<file path="src/rtl/inst_fetch_pkg.sv">
// Shared definitions for the instruction fetch responder: bus widths,
// enable levels and the fetch FSM state encoding.
package inst_fetch_pkg;

  localparam int InstAddrBus = 32;
  localparam int InstBus     = 32;

  localparam logic RstEnable  = 1'b1;
  localparam logic ChipEnable = 1'b1;

  typedef enum logic [1:0] {
    IF_IDLE  = 2'd0,
    IF_FILL  = 2'd1,
    IF_DRAIN = 2'd2
  } if_state_t;

endpackage

</file>
<file path="src/rtl/inst_fetch_if.sv">
// Byte-wide instruction memory read port between the fetch unit (master)
// and the memory (slave).
interface inst_fetch_if;
  import inst_fetch_pkg::*;

  logic                   mem_req;
  logic [InstAddrBus-1:0] mem_addr;
  logic [7:0]             mem_rdata;
  logic                   mem_rvalid;

  modport master (output mem_req, output mem_addr,
                  input  mem_rdata, input mem_rvalid);
  modport slave  (input  mem_req, input mem_addr,
                  output mem_rdata, output mem_rvalid);

endinterface

</file>
<file path="src/rtl/inst_fetch_icache_array.sv">
// Direct-mapped instruction cache storage: combinational read port,
// synchronous write port, valid bits cleared by rst.
module icache_array #(
  parameter int LINES = 64,
  parameter int IDX_W = 6,
  parameter int TAG_W = 24
) (
  input  logic             clk,
  input  logic             rst,
  input  logic [IDX_W-1:0] rd_idx,
  output logic             rd_valid,
  output logic [TAG_W-1:0] rd_tag,
  output logic [31:0]      rd_data,
  input  logic             we,
  input  logic [IDX_W-1:0] wr_idx,
  input  logic [TAG_W-1:0] wr_tag,
  input  logic [31:0]      wr_data
);
  import inst_fetch_pkg::*;

  logic [LINES-1:0] valid;
  logic [TAG_W-1:0] tag_mem  [LINES];
  logic [31:0]      data_mem [LINES];

  always_ff @(posedge clk) begin
    if (rst == RstEnable) begin
      valid <= '0;
    end else if (we) begin
      valid[wr_idx] <= 1'b1;
    end
  end

  // Tag and data carry no reset; the valid bit alone qualifies them.
  always_ff @(posedge clk) begin
    if (we) begin
      tag_mem[wr_idx]  <= wr_tag;
      data_mem[wr_idx] <= wr_data;
    end
  end

  assign rd_valid = valid[rd_idx];
  assign rd_tag   = tag_mem[rd_idx];
  assign rd_data  = data_mem[rd_idx];

endmodule

</file>
<file path="src/rtl/inst_fetch.sv">
// Instruction fetch responder: cache lookup on pc, byte-wise line fill on a
// miss, registered instruction output towards IF/ID.
module inst_fetch
  import inst_fetch_pkg::*;
#(
  parameter int LINES = 64,
  parameter int IDX_W = 6
) (
  input  logic                   clk,
  input  logic                   rst,
  input  logic                   ce,
  input  logic [InstAddrBus-1:0] pc,
  input  logic                   flush,
  input  logic                   stall_i,
  output logic                   hit,
  output logic                   ifing,
  output logic [InstBus-1:0]     inst,
  output logic                   inst_valid,
  inst_fetch_if.master           mem
);

  localparam int TAG_W = InstAddrBus - IDX_W - 2;

  if_state_t  state, state_next;
  logic [1:0]  cnt;
  logic [29:0] fill_word;
  logic [23:0] asm_buf;

  logic             lookup_valid;
  logic [TAG_W-1:0] lookup_tag;
  logic [31:0]      lookup_data;
  logic             start_fill, idle_hit, last_byte, cache_we;
  logic [31:0]      fill_data;
  logic             unused_pc;

  assign unused_pc = ^pc[1:0];

  icache_array #(.LINES(LINES), .IDX_W(IDX_W), .TAG_W(TAG_W)) u_array (
    .clk     (clk),
    .rst     (rst),
    .rd_idx  (pc[IDX_W+1:2]),
    .rd_valid(lookup_valid),
    .rd_tag  (lookup_tag),
    .rd_data (lookup_data),
    .we      (cache_we),
    .wr_idx  (fill_word[IDX_W-1:0]),
    .wr_tag  (fill_word[29:IDX_W]),
    .wr_data (fill_data)
  );

  assign start_fill = (state == IF_IDLE) && (ce == ChipEnable) && !hit && !stall_i && !flush;
  assign idle_hit   = (state == IF_IDLE) && (ce == ChipEnable) && hit && !stall_i && !flush;
  assign last_byte  = (state == IF_FILL) && mem.mem_rvalid && (cnt == 2'd3);
  // A flush coinciding with the final byte wins: the line stays untouched.
  assign cache_we   = last_byte && !flush;
  assign fill_data  = {mem.mem_rdata, asm_buf};

  always_ff @(posedge clk) begin
    if (rst == RstEnable) begin
      state <= IF_IDLE;
    end else begin
      state <= state_next;
    end
  end

  always_comb begin
    state_next = state;
    case (state)
      IF_IDLE:  if (start_fill) state_next = IF_FILL;
      IF_FILL: begin
        if (flush) begin
          state_next = mem.mem_rvalid ? IF_IDLE : IF_DRAIN;
        end else if (last_byte) begin
          state_next = IF_IDLE;
        end
      end
      IF_DRAIN: if (mem.mem_rvalid) state_next = IF_IDLE;
      default:  state_next = IF_IDLE;
    endcase
  end

  always_comb begin
    hit          = 1'b0;
    ifing        = (state != IF_IDLE);
    mem.mem_req  = 1'b0;
    mem.mem_addr = '0;
    case (state)
      IF_IDLE: hit = lookup_valid && (lookup_tag == pc[InstAddrBus-1:IDX_W+2]);
      IF_FILL: begin
        mem.mem_req  = 1'b1;
        mem.mem_addr = {fill_word, cnt};
      end
      default: ;
    endcase
  end

  always_ff @(posedge clk) begin
    if (rst == RstEnable) begin
      cnt       <= 2'd0;
      fill_word <= '0;
      asm_buf   <= '0;
    end else if (start_fill) begin
      fill_word <= pc[InstAddrBus-1:2];
      cnt       <= 2'd0;
    end else if (state == IF_FILL) begin
      if (flush) begin
        cnt <= 2'd0;
      end else if (mem.mem_rvalid) begin
        cnt <= cnt + 2'd1;
        case (cnt)
          2'd0:    asm_buf[7:0]   <= mem.mem_rdata;
          2'd1:    asm_buf[15:8]  <= mem.mem_rdata;
          2'd2:    asm_buf[23:16] <= mem.mem_rdata;
          default: ;
        endcase
      end
    end
  end

  // Flush drops output even under stall; otherwise stall freezes it.
  always_ff @(posedge clk) begin
    if (rst == RstEnable) begin
      inst       <= '0;
      inst_valid <= 1'b0;
    end else if (flush) begin
      inst_valid <= 1'b0;
    end else if (stall_i) begin
      inst_valid <= inst_valid;
    end else if (idle_hit) begin
      inst       <= lookup_data;
      inst_valid <= 1'b1;
    end else if (cache_we) begin
      inst       <= fill_data;
      inst_valid <= 1'b1;
    end else begin
      inst_valid <= 1'b0;
    end
  end

endmodule

</file>
<file path="src/flat_wrapper.sv">
// flat-port wrapper written by rule: the top's interface ports become plain ports
module inst_fetch_flat import inst_fetch_pkg::*;
#(
  parameter int LINES = 64,
  parameter int IDX_W = 6
)
  (clk, rst, ce, pc, flush, stall_i, hit, ifing, inst, inst_valid, mem_mem_req, mem_mem_addr, mem_mem_rdata, mem_mem_rvalid);
  inst_fetch_if mem_i ();
  input  logic clk;
  input  logic rst;
  input  logic ce;
  input  logic [InstAddrBus-1:0] pc;
  input  logic flush;
  input  logic stall_i;
  output logic hit;
  output logic ifing;
  output logic [InstBus-1:0] inst;
  output logic inst_valid;
  output wire logic [$bits(mem_i.mem_req)-1:0] mem_mem_req;
  output wire logic [$bits(mem_i.mem_addr)-1:0] mem_mem_addr;
  input wire logic [$bits(mem_i.mem_rdata)-1:0] mem_mem_rdata;
  input wire logic [$bits(mem_i.mem_rvalid)-1:0] mem_mem_rvalid;
  assign mem_mem_req = mem_i.mem_req;
  assign mem_mem_addr = mem_i.mem_addr;
  assign mem_i.mem_rdata = mem_mem_rdata;
  assign mem_i.mem_rvalid = mem_mem_rvalid;
  inst_fetch #(.LINES(LINES), .IDX_W(IDX_W)) u_core (.clk(clk), .rst(rst), .ce(ce), .pc(pc), .flush(flush), .stall_i(stall_i), .hit(hit), .ifing(ifing), .inst(inst), .inst_valid(inst_valid), .mem(mem_i));
endmodule
</file>
<file path="config.mk">
export PLATFORM = sky130hd
export DESIGN_NAME = inst_fetch_flat
export DESIGN_NICKNAME = d
export VERILOG_FILES = /design/src/rtl/inst_fetch_pkg.sv /design/src/rtl/inst_fetch_if.sv /design/src/rtl/inst_fetch_icache_array.sv /design/src/rtl/inst_fetch.sv /design/src/flat_wrapper.sv
export SDC_FILE = /design/constraint.sdc
export NUM_CORES = 2
export LEC_CHECK = 0
export ABC_CLOCK_PERIOD_IN_PS = 6400
export CAP_MARGIN = 20
export CELL_PAD_IN_SITES_DETAIL_PLACEMENT = 2
export CELL_PAD_IN_SITES_GLOBAL_PLACEMENT = 2
export CORE_ASPECT_RATIO = 0.8
export CORE_MARGIN = 5
export CORE_UTILIZATION = 51
export DETAILED_ROUTE_END_ITERATION = 8
export PLACE_DENSITY_LB_ADDON = 0.1
export SYNTH_ARGS = -nofsm -noshare
export SYNTH_HDL_FRONTEND = slang
export SYNTH_SLANG_ARGS = --single-unit
</file>
<file path="constraint.sdc">
create_clock -name clk -period 6.4 [get_ports clk]
set_input_delay 0.96 -clock clk [delete_from_list [all_inputs] [get_ports clk]]
set_output_delay 0.96 -clock clk [all_outputs]
set_load 0.02 [all_outputs]
</file>
Word level (Yosys, flattened, before mapping)
Memories as Yosys holds them, arrays and structs flattened.
Cells that the tools add are included.
{"block": "totals", "regBits": 155, "mem_bits_rw": 3584, "output_inout_bits": 68, "mem_count": 2}
{"block": "classes", "n_addsub": 1, "magnitude_cmp": 3, "eq_ne": 9, "n_mux": 20, "bitwise": 4, "n_reduce_logical": 28}
{"name": "u_core.u_array.data_mem", "depth": 64, "word_bits": 32, "rd": 1, "rd_ports_with_merged_regs": 0, "wr": 1, "line_no": "inst_fetch_icache_array.sv:23", "rtl": "logic [31:0] data_mem [LINES];"}
{"name": "u_core.u_array.tag_mem", "depth": 64, "word_bits": 24, "rd": 1, "rd_ports_with_merged_regs": 0, "wr": 1, "line_no": "inst_fetch_icache_array.sv:22", "rtl": "logic [TAG_W-1:0] tag_mem [LINES];"}
{"cell": "$mux 32", "count": 3}
{"cell": "$or 64x64->64", "count": 1}
{"cell": "$eq 24x24->1", "count": 1}
{"cell": "$reduce_and 5->1", "count": 3}
{"cell": "$lt 6x7->1 const B", "count": 2}
{"cell": "$mux 2", "count": 7}
{"cell": "$logic_and 1x1->1", "count": 12}
{"cell": "$mux 1", "count": 7}
{"cell": "$bmux 1 s6", "count": 1}
{"cell": "$demux 1 s6", "count": 1}
{"cell": "$eq 2x2->1 const B", "count": 3}
{"cell": "$ge 6x1->1 const B", "count": 1}
{"cell": "$pmux 2 s3", "count": 1}
{"cell": "$reduce_and 3->1", "count": 2}
{"cell": "$reduce_bool 2->1", "count": 3}
{"cell": "$eq 2x1->1 const B", "count": 2}
{"cell": "$logic_not 2->1", "count": 2}
{"cell": "$reduce_or 2->1", "count": 2}
{"cell": "$logic_not 1->1", "count": 3}
{"cell": "$ne 3x2->1 const B", "count": 1}
{"cell": "$not 1->1", "count": 3}
{"cell": "$add 2x1->2 const B", "count": 1}
{"cell": "$ne 2x1->1 const B", "count": 1}
{"cell": "$ne 2x2->1 const B", "count": 1}
{"cell": "$reduce_and 2->1", "count": 1}

Logic depth before layout (Yosys ltp)
{"block": "depth", "depth_word": 10, "ltp_mapped": 18}

Cells and area by module
A second synthesis with hierarchy kept.
{"block": "hier_totals", "cells_unflattened": 6863, "hier_area_um2": 143152.3}
{"module": "icache_array", "instances": 1, "cells_each": 6293, "area_per_inst_um2": 138497.8, "seq_area_each_um2": 108904.4}
{"module": "inst_fetch", "instances": 1, "cells_each": 570, "area_per_inst_um2": 4654.5, "seq_area_each_um2": 1821.7}

Worst setup path after synthesis
No wires, ideal clock.
{"block": "synth_path", "path_kind": "input port to flip-flop", "startpoint": "in flush", "endpoint": "mem u_core.u_array.data_mem[26][0] (enable)", "setup_time_ns": 0.472, "t_arrival_ns": 4.667, "slack_ns": 1.261, "stages": 6, "path_cell_list": "nor4b_1 -> and2_1 -> clkbuf_1 -> clkbuf_1 -> nand4b_1 -> nor2_1"}
{"block": "synth_between", "elab_chain_len": 4}
{"item": "from (decl)", "line_no": "flat_wrapper.sv:13", "rtl": "input logic flush;"}
{"item": "$logic_not 1->1", "line_no": "inst_fetch.sv:55", "rtl": "assign cache_we = last_byte && !flush;"}
{"item": "$logic_and 1x1->1", "line_no": "inst_fetch.sv:55"}
{"item": "$mux 1", "line_no": "inst_fetch_icache_array.sv:35", "rtl": "if (we) begin"}
{"item": "$mux 1 (implied by the code)", "line_no": "inst_fetch_icache_array.sv:37", "rtl": "data_mem[wr_idx] <= wr_data;"}
{"item": "to (decl)", "line_no": "inst_fetch_icache_array.sv:23"}
Every way passes these cells.

Worst setup path after layout
{"block": "layout_path", "startpoint": "in pc[4]", "endpoint": "out hit"}
{"block": "layout_between", "elab_chain_len": 4}
{"item": "from (decl)", "line_no": "flat_wrapper.sv:12", "rtl": "input logic [InstAddrBus-1:0] pc;"}
{"item": "$mem_v2 64x24 / $bmux 1 s6 (equally long branches)"}
{"item": "$eq 24x24->1 / $mux 1 (equally long branches)", "line_no": "inst_fetch.sv:88, inst_fetch_icache_array.sv:41"}
{"item": "$logic_and 1x1->1 (*)", "line_no": "inst_fetch.sv:88", "rtl": "IF_IDLE: hit = lookup_valid && (lookup_tag == pc[InstAddrBus-1:IDX_W+2]);"}
{"item": "$mux 1 (*)", "line_no": "inst_fetch.sv:87", "rtl": "case (state)"}
{"item": "to (decl)", "line_no": "flat_wrapper.sv:15", "rtl": "output logic hit;"}
Mark *: on every way between the ends. The rest lies on a longest branch, timed or not. The select of a mux whose other input is x is not followed.

==> results.rst <==
.. list-table::
   :header-rows: 1

   * - Metric
     - Value
   * - Result of the run
     - finished, final reports clean
   * - Highest Signal Layer
     - met5
   * - Post-CTS Setup Repair Bufs
     - 0
   * - Async set-or-reset flop fraction in the synthesized netlist
     - 0%
   * - I/O pin cnt
     - ~110
   * - Global-route wire length before repair
     - just over 800000 microns
   * - Initial antenna violation count
     - 32
   * - Fraction of the yosys area taken by sequential cells
     - 76.5%
   * - Endpoint required time on the critical path
     - 5.44 ns
   * - Peak clock frequency supported by timing
     - about 160 MHz
   * - Worst Setup Path Type
     - in -> out
   * - Peak supply drop
     - 0.320 mV
   * - Post-route antenna net violation count
     - 0
   * - Cell types occupying the most area after synthesis
     - sky130_fd_sc_hd__edfxtp_1 74%, sky130_fd_sc_hd__mux4_2 15%, sky130_fd_sc_hd__dfxtp_1 2.1%
   * - Library cell appearing most often on the critical path
     - sky130_fd_sc_hd__buf_4
   * - Buffer depth of the longest clock path
     - 4
   * - Placement-stage cell area
     - 153000 sq um
   * - Delay-heaviest family, CP
     - buffers and inverters
   * - Total power per unit cell area
     - 312 nW/um^2
   * - Fin Setup TNS
     - 0 ns
   * - Final Total Pwr
     - 51.7 mW
   * - Cell taking the most area after synthesis
     - sky130_fd_sc_hd__edfxtp_1
   * - Critical path, cell by cell
     - buf_8, buf_4, buf_4, nor2b_1, a22oi_1, nand4b_1, o21ai_0, a2111oi_2, buf_4, xnor2_1, a2111oi_2, and4_1, buf_12, and4_1, clkdlybuf4s50_1
   * - Die area
     - between 200000 and 300000 sq um
   * - GPL Wtd Cong
     - 0.816
   * - Overflow left after global routing
     - 0
   * - Critical path buffers and inverters
     - 6
   * - Max-Slew Margin vs Limit
     - 11.9%
   * - Largest net degree at the start of global routing
     - 87
   * - Clock sink total
     - 3739
   * - Fin area
     - roughly 170000 sq um
   * - Syn avg cell area
     - 21.7 sq um
   * - Min-delay worst type
     - reg -> reg
   * - Routed WL per cell
     - 53.9 microns
   * - Sw Ratio
     - 23.3%
   * - Count of TritonRoute iterations in the first routing pass
     - 8
   * - Post-synthesis to final-layout area growth
     - 14.5%
   * - Initial Util
     - 51.3%
   * - Synthesis warning total
     - 0
   * - Synthesized netlist net count
     - 6708
   * - Clock network fraction of design power
     - 44.1%
   * - Highest cell delay on the worst timing path
     - 0.64 ns
   * - Layout cell share with drive strength beyond 1
     - between 20 and 30%
   * - Type of element capturing the critical path
     - primary output
   * - Max-slew violation total from the final report
     - 0
   * - Hold WS
     - just under 0.5 ns
   * - Final number of setup-violating endpoints
     - 0
   * - Register clock-pin slew on the reported worst setup and hold paths
     - ~0.060 ns
   * - Number of levels the H-tree was split into
     - 5
   * - Insertion delay of the later-clocked pin in the worst-skew pair
     - 1.01 ns
   * - Die Span Y
     - 486 microns
   * - Amount of wire on met2 after detailed routing
     - 282000 microns
   * - Site row count
     - around 170
   * - Logic pwr share
     - 4.3%
   * - Synthesized cell area
     - 145000 sq um
   * - Startpoint type of the worst setup path
     - input pin
   * - Reported max-cap violation count
     - 0
   * - Global Route Usage Sum
     - 41.0%
   * - Worst Tran Pin Value
     - around 1.3 ns
   * - Sum of net half-perimeters after detailed placement
     - 316000 microns
   * - Count of flip-flops with a built-in enable after synthesis
     - roughly 3600
   * - Via count
     - 85600
   * - Final wirelength
     - between 600000 and 700000 microns
   * - Switching pwr
     - about 12 mW
   * - Minimum clock period
     - around 6.4 ns
   * - Buffer type at the clock tree root
     - sky130_fd_sc_hd__clkbuf_16
   * - Commonest cells after routing, fill and taps aside
     - 3584 x sky130_fd_sc_hd__edfxtp_1, 962 x sky130_fd_sc_hd__mux4_2, 382 x sky130_fd_sc_hd__clkbuf_16, 324 x sky130_fd_sc_hd__buf_4, 286 x sky130_fd_sc_hd__mux2i_1
   * - Cts-stage hold buffer count
     - 0
   * - Crit path max-delay cell type
     - sky130_fd_sc_hd__clkdlybuf4s50_1
   * - Average vias per placed instance
     - 7.58
   * - Number of flip-flops and latches in the synthesized netlist
     - 3739
   * - Final clock period utilization by the worst path
     - 99.2%
   * - Vias in the first global route
     - 86200
   * - Die span in x
     - 605 microns
   * - Reg-to-reg startpoint
     - u_core.u_array.tag_mem[23][0]$_DFFE_PP_
   * - Gate count after technology mapping
     - between 6000 and 7000
   * - Number of failing hold endpoints at the final stage
     - 0
   * - Leakage power summed over all cells
     - roughly 52 nW
   * - Number of library cell types mapped by synthesis
     - 87
   * - Max Fanout on Critical Path
     - 21
   * - Std-Cell Core Area
     - 282000 sq um
   * - Initial drt markers
     - 16400
   * - Total DRC errors in the routed layout
     - 0
   * - Most common flop cell mapped by yosys
     - sky130_fd_sc_hd__edfxtp_1
   * - Final Net Count
     - 7243
   * - Met3 Routed Length
     - 78800 microns
   * - TritonCTS buffer count
     - 371
   * - Most common cell after layout, fill and taps aside
     - sky130_fd_sc_hd__edfxtp_1
   * - Worst clock skew
     - 0.115 ns
   * - Power Internal
     - 39.7 mW
   * - Critical path arrival
     - 5.39 ns
   * - Routed metal-1 wire length
     - 210000 microns
   * - Reg power frac
     - 51.6%
   * - Start point of the critical path
     - pc[4]
   * - Post-synth top area share
     - 74.4%
   * - TritonCTS clock tree
     - done
   * - Startpoint of the tightest hold check path
     - u_core.u_array.valid[6]$_SDFFE_PP0P_
   * - Filler Cell Count
     - 22500
   * - IO buf count
     - around 110
## synthesized netlist by cell type (all sizes together), types with 4 or more instances
library cell	instances
a21oi	61
clkbuf	171
a31oi	22
o22a	30
ha	4
mux2	22
nand3	97
xor2	12
edfxtp	3584
o31a	4
and3	8
nor2b	17
o211ai	10
a311oi	6
nand2b	15
a22oi	97
and2	42
nor3	52
xnor2	7
o21ai	46
or4	4
a2111oi	7
a22o	7
nand2	179
o22ai	13
nand4	16
nor2	299
a221oi	49
nand3b	6
a32oi	9
a211oi	10
buf	210
a21boi	5
mux2i	286
dfxtp	155
inv	46
o2111ai	4
or3b	33
nor4	6
mux4	966
## registers in the layout (all words and copies together), names as in the netlist, 2 cells and up
register,cells
u_core.inst,32
u_core.cnt,2
u_core.asm_buf,24
u_core.u_array.data_mem,2048
u_core.u_array.valid,64
u_core.u_array.tag_mem,1536
u_core.state,2
u_core.fill_word,30
## metrics by stage
| step | setup WS (ns) | utilization (%) | instances |
|---|---|---|---|
| global placement | 0.122 | 54.4 | 10600 |
| global route | -0.00721 | 58.8 | 11300 |
| detailed placement | -0.00340 | 54.4 | 10600 |
| floorplan | 1.26 | - | 6658 |
| finish | 0.0486 | 58.8 | 11300 |
| CTS | 0.00935 | 58.6 | 11300 |
## cell families after synthesis
| kind of cell | count (synthesis) | share of synthesized area, % |
|---|---|---|
| mux | 1274 | 17.2 |
| xor+xnor | 19 | 0.115 |
| compound gates | 405 | 2.05 |
| buf+inv | 429 | 1.47 |
| simple gates | 788 | 2.58 |
| fa+ha+maj | 4 | 0.0346 |
| flops | 3739 | 76.5 |
## final cells by class
cell class | count | area (sq um) | share of cell area, %
Multi-Input combinational cell | 2490 | 32400 | 19.6
Timing Repair Buffer | 543 | 5720 | 3.45
Clock inverter | 165 | 1420 | 0.857
Inverter | 48 | 193 | 0.116
Clock buffer | 503 | 10300 | 6.24
Antenna cell | 17 | 42.5 | 0.0257
Tap cell | 3784 | 4730 | 2.86
Sequential cell | 3739 | 111000 | 66.9
## worst paths after layout
path | end | slack, ns | cells after the start
worst max-delay path | hit | 0.05 | 15
worst min-delay path | u_core.u_array.valid[6]$_SDFFE_PP0P_ | 0.49 | 2
worst max register to register | u_core.inst[18]$_SDFFE_PP0P_ | 1.40 | 13
worst min register to register | u_core.u_array.valid[6]$_SDFFE_PP0P_ | 0.49 | 2
## power groups by stage
stage               sequential (mW)  combinational [mW]  clock (mW)
floorplan                      27.3                1.13           0
global placement               27.3                1.92           0
detailed placement             27.3                2.03           0
CTS                            26.8                2.09        22.8
global route                   26.7                2.24        24.0
finish                         26.7                2.21        22.8
## worst reg2reg max path: stages (launching register included)
cell and delay, ns:
sky130_fd_sc_hd__edfxtp_1 0.64, sky130_fd_sc_hd__mux4_2 0.57, sky130_fd_sc_hd__mux4_2 0.48, sky130_fd_sc_hd__mux2i_1 0.44, sky130_fd_sc_hd__nand2_1 0.20, sky130_fd_sc_hd__o21ai_0 0.15
sky130_fd_sc_hd__buf_4 0.24, sky130_fd_sc_hd__xor2_1 0.21, sky130_fd_sc_hd__or4b_1 0.55, sky130_fd_sc_hd__nor4_4 0.26, sky130_fd_sc_hd__buf_12 0.28, sky130_fd_sc_hd__nand3_4 0.11
sky130_fd_sc_hd__buf_12 0.27, sky130_fd_sc_hd__mux2i_1 0.49
## timing repair
action	CTS	global route
pin swaps	0	1
setup endpoints to repair	1	1
resized for setup	4	15
gates cloned	0	3
## metal layers
metal | up-vias | global-route usage (%)
li1 | 29000 | -
met1 | 46300 | 54.8
met2 | 8322 | 62.8
met3 | 1844 | 11.2
met4 | 18 | 20.2
met5 | - | 0
Note: power is estimated with default switching activity, not from simulation.
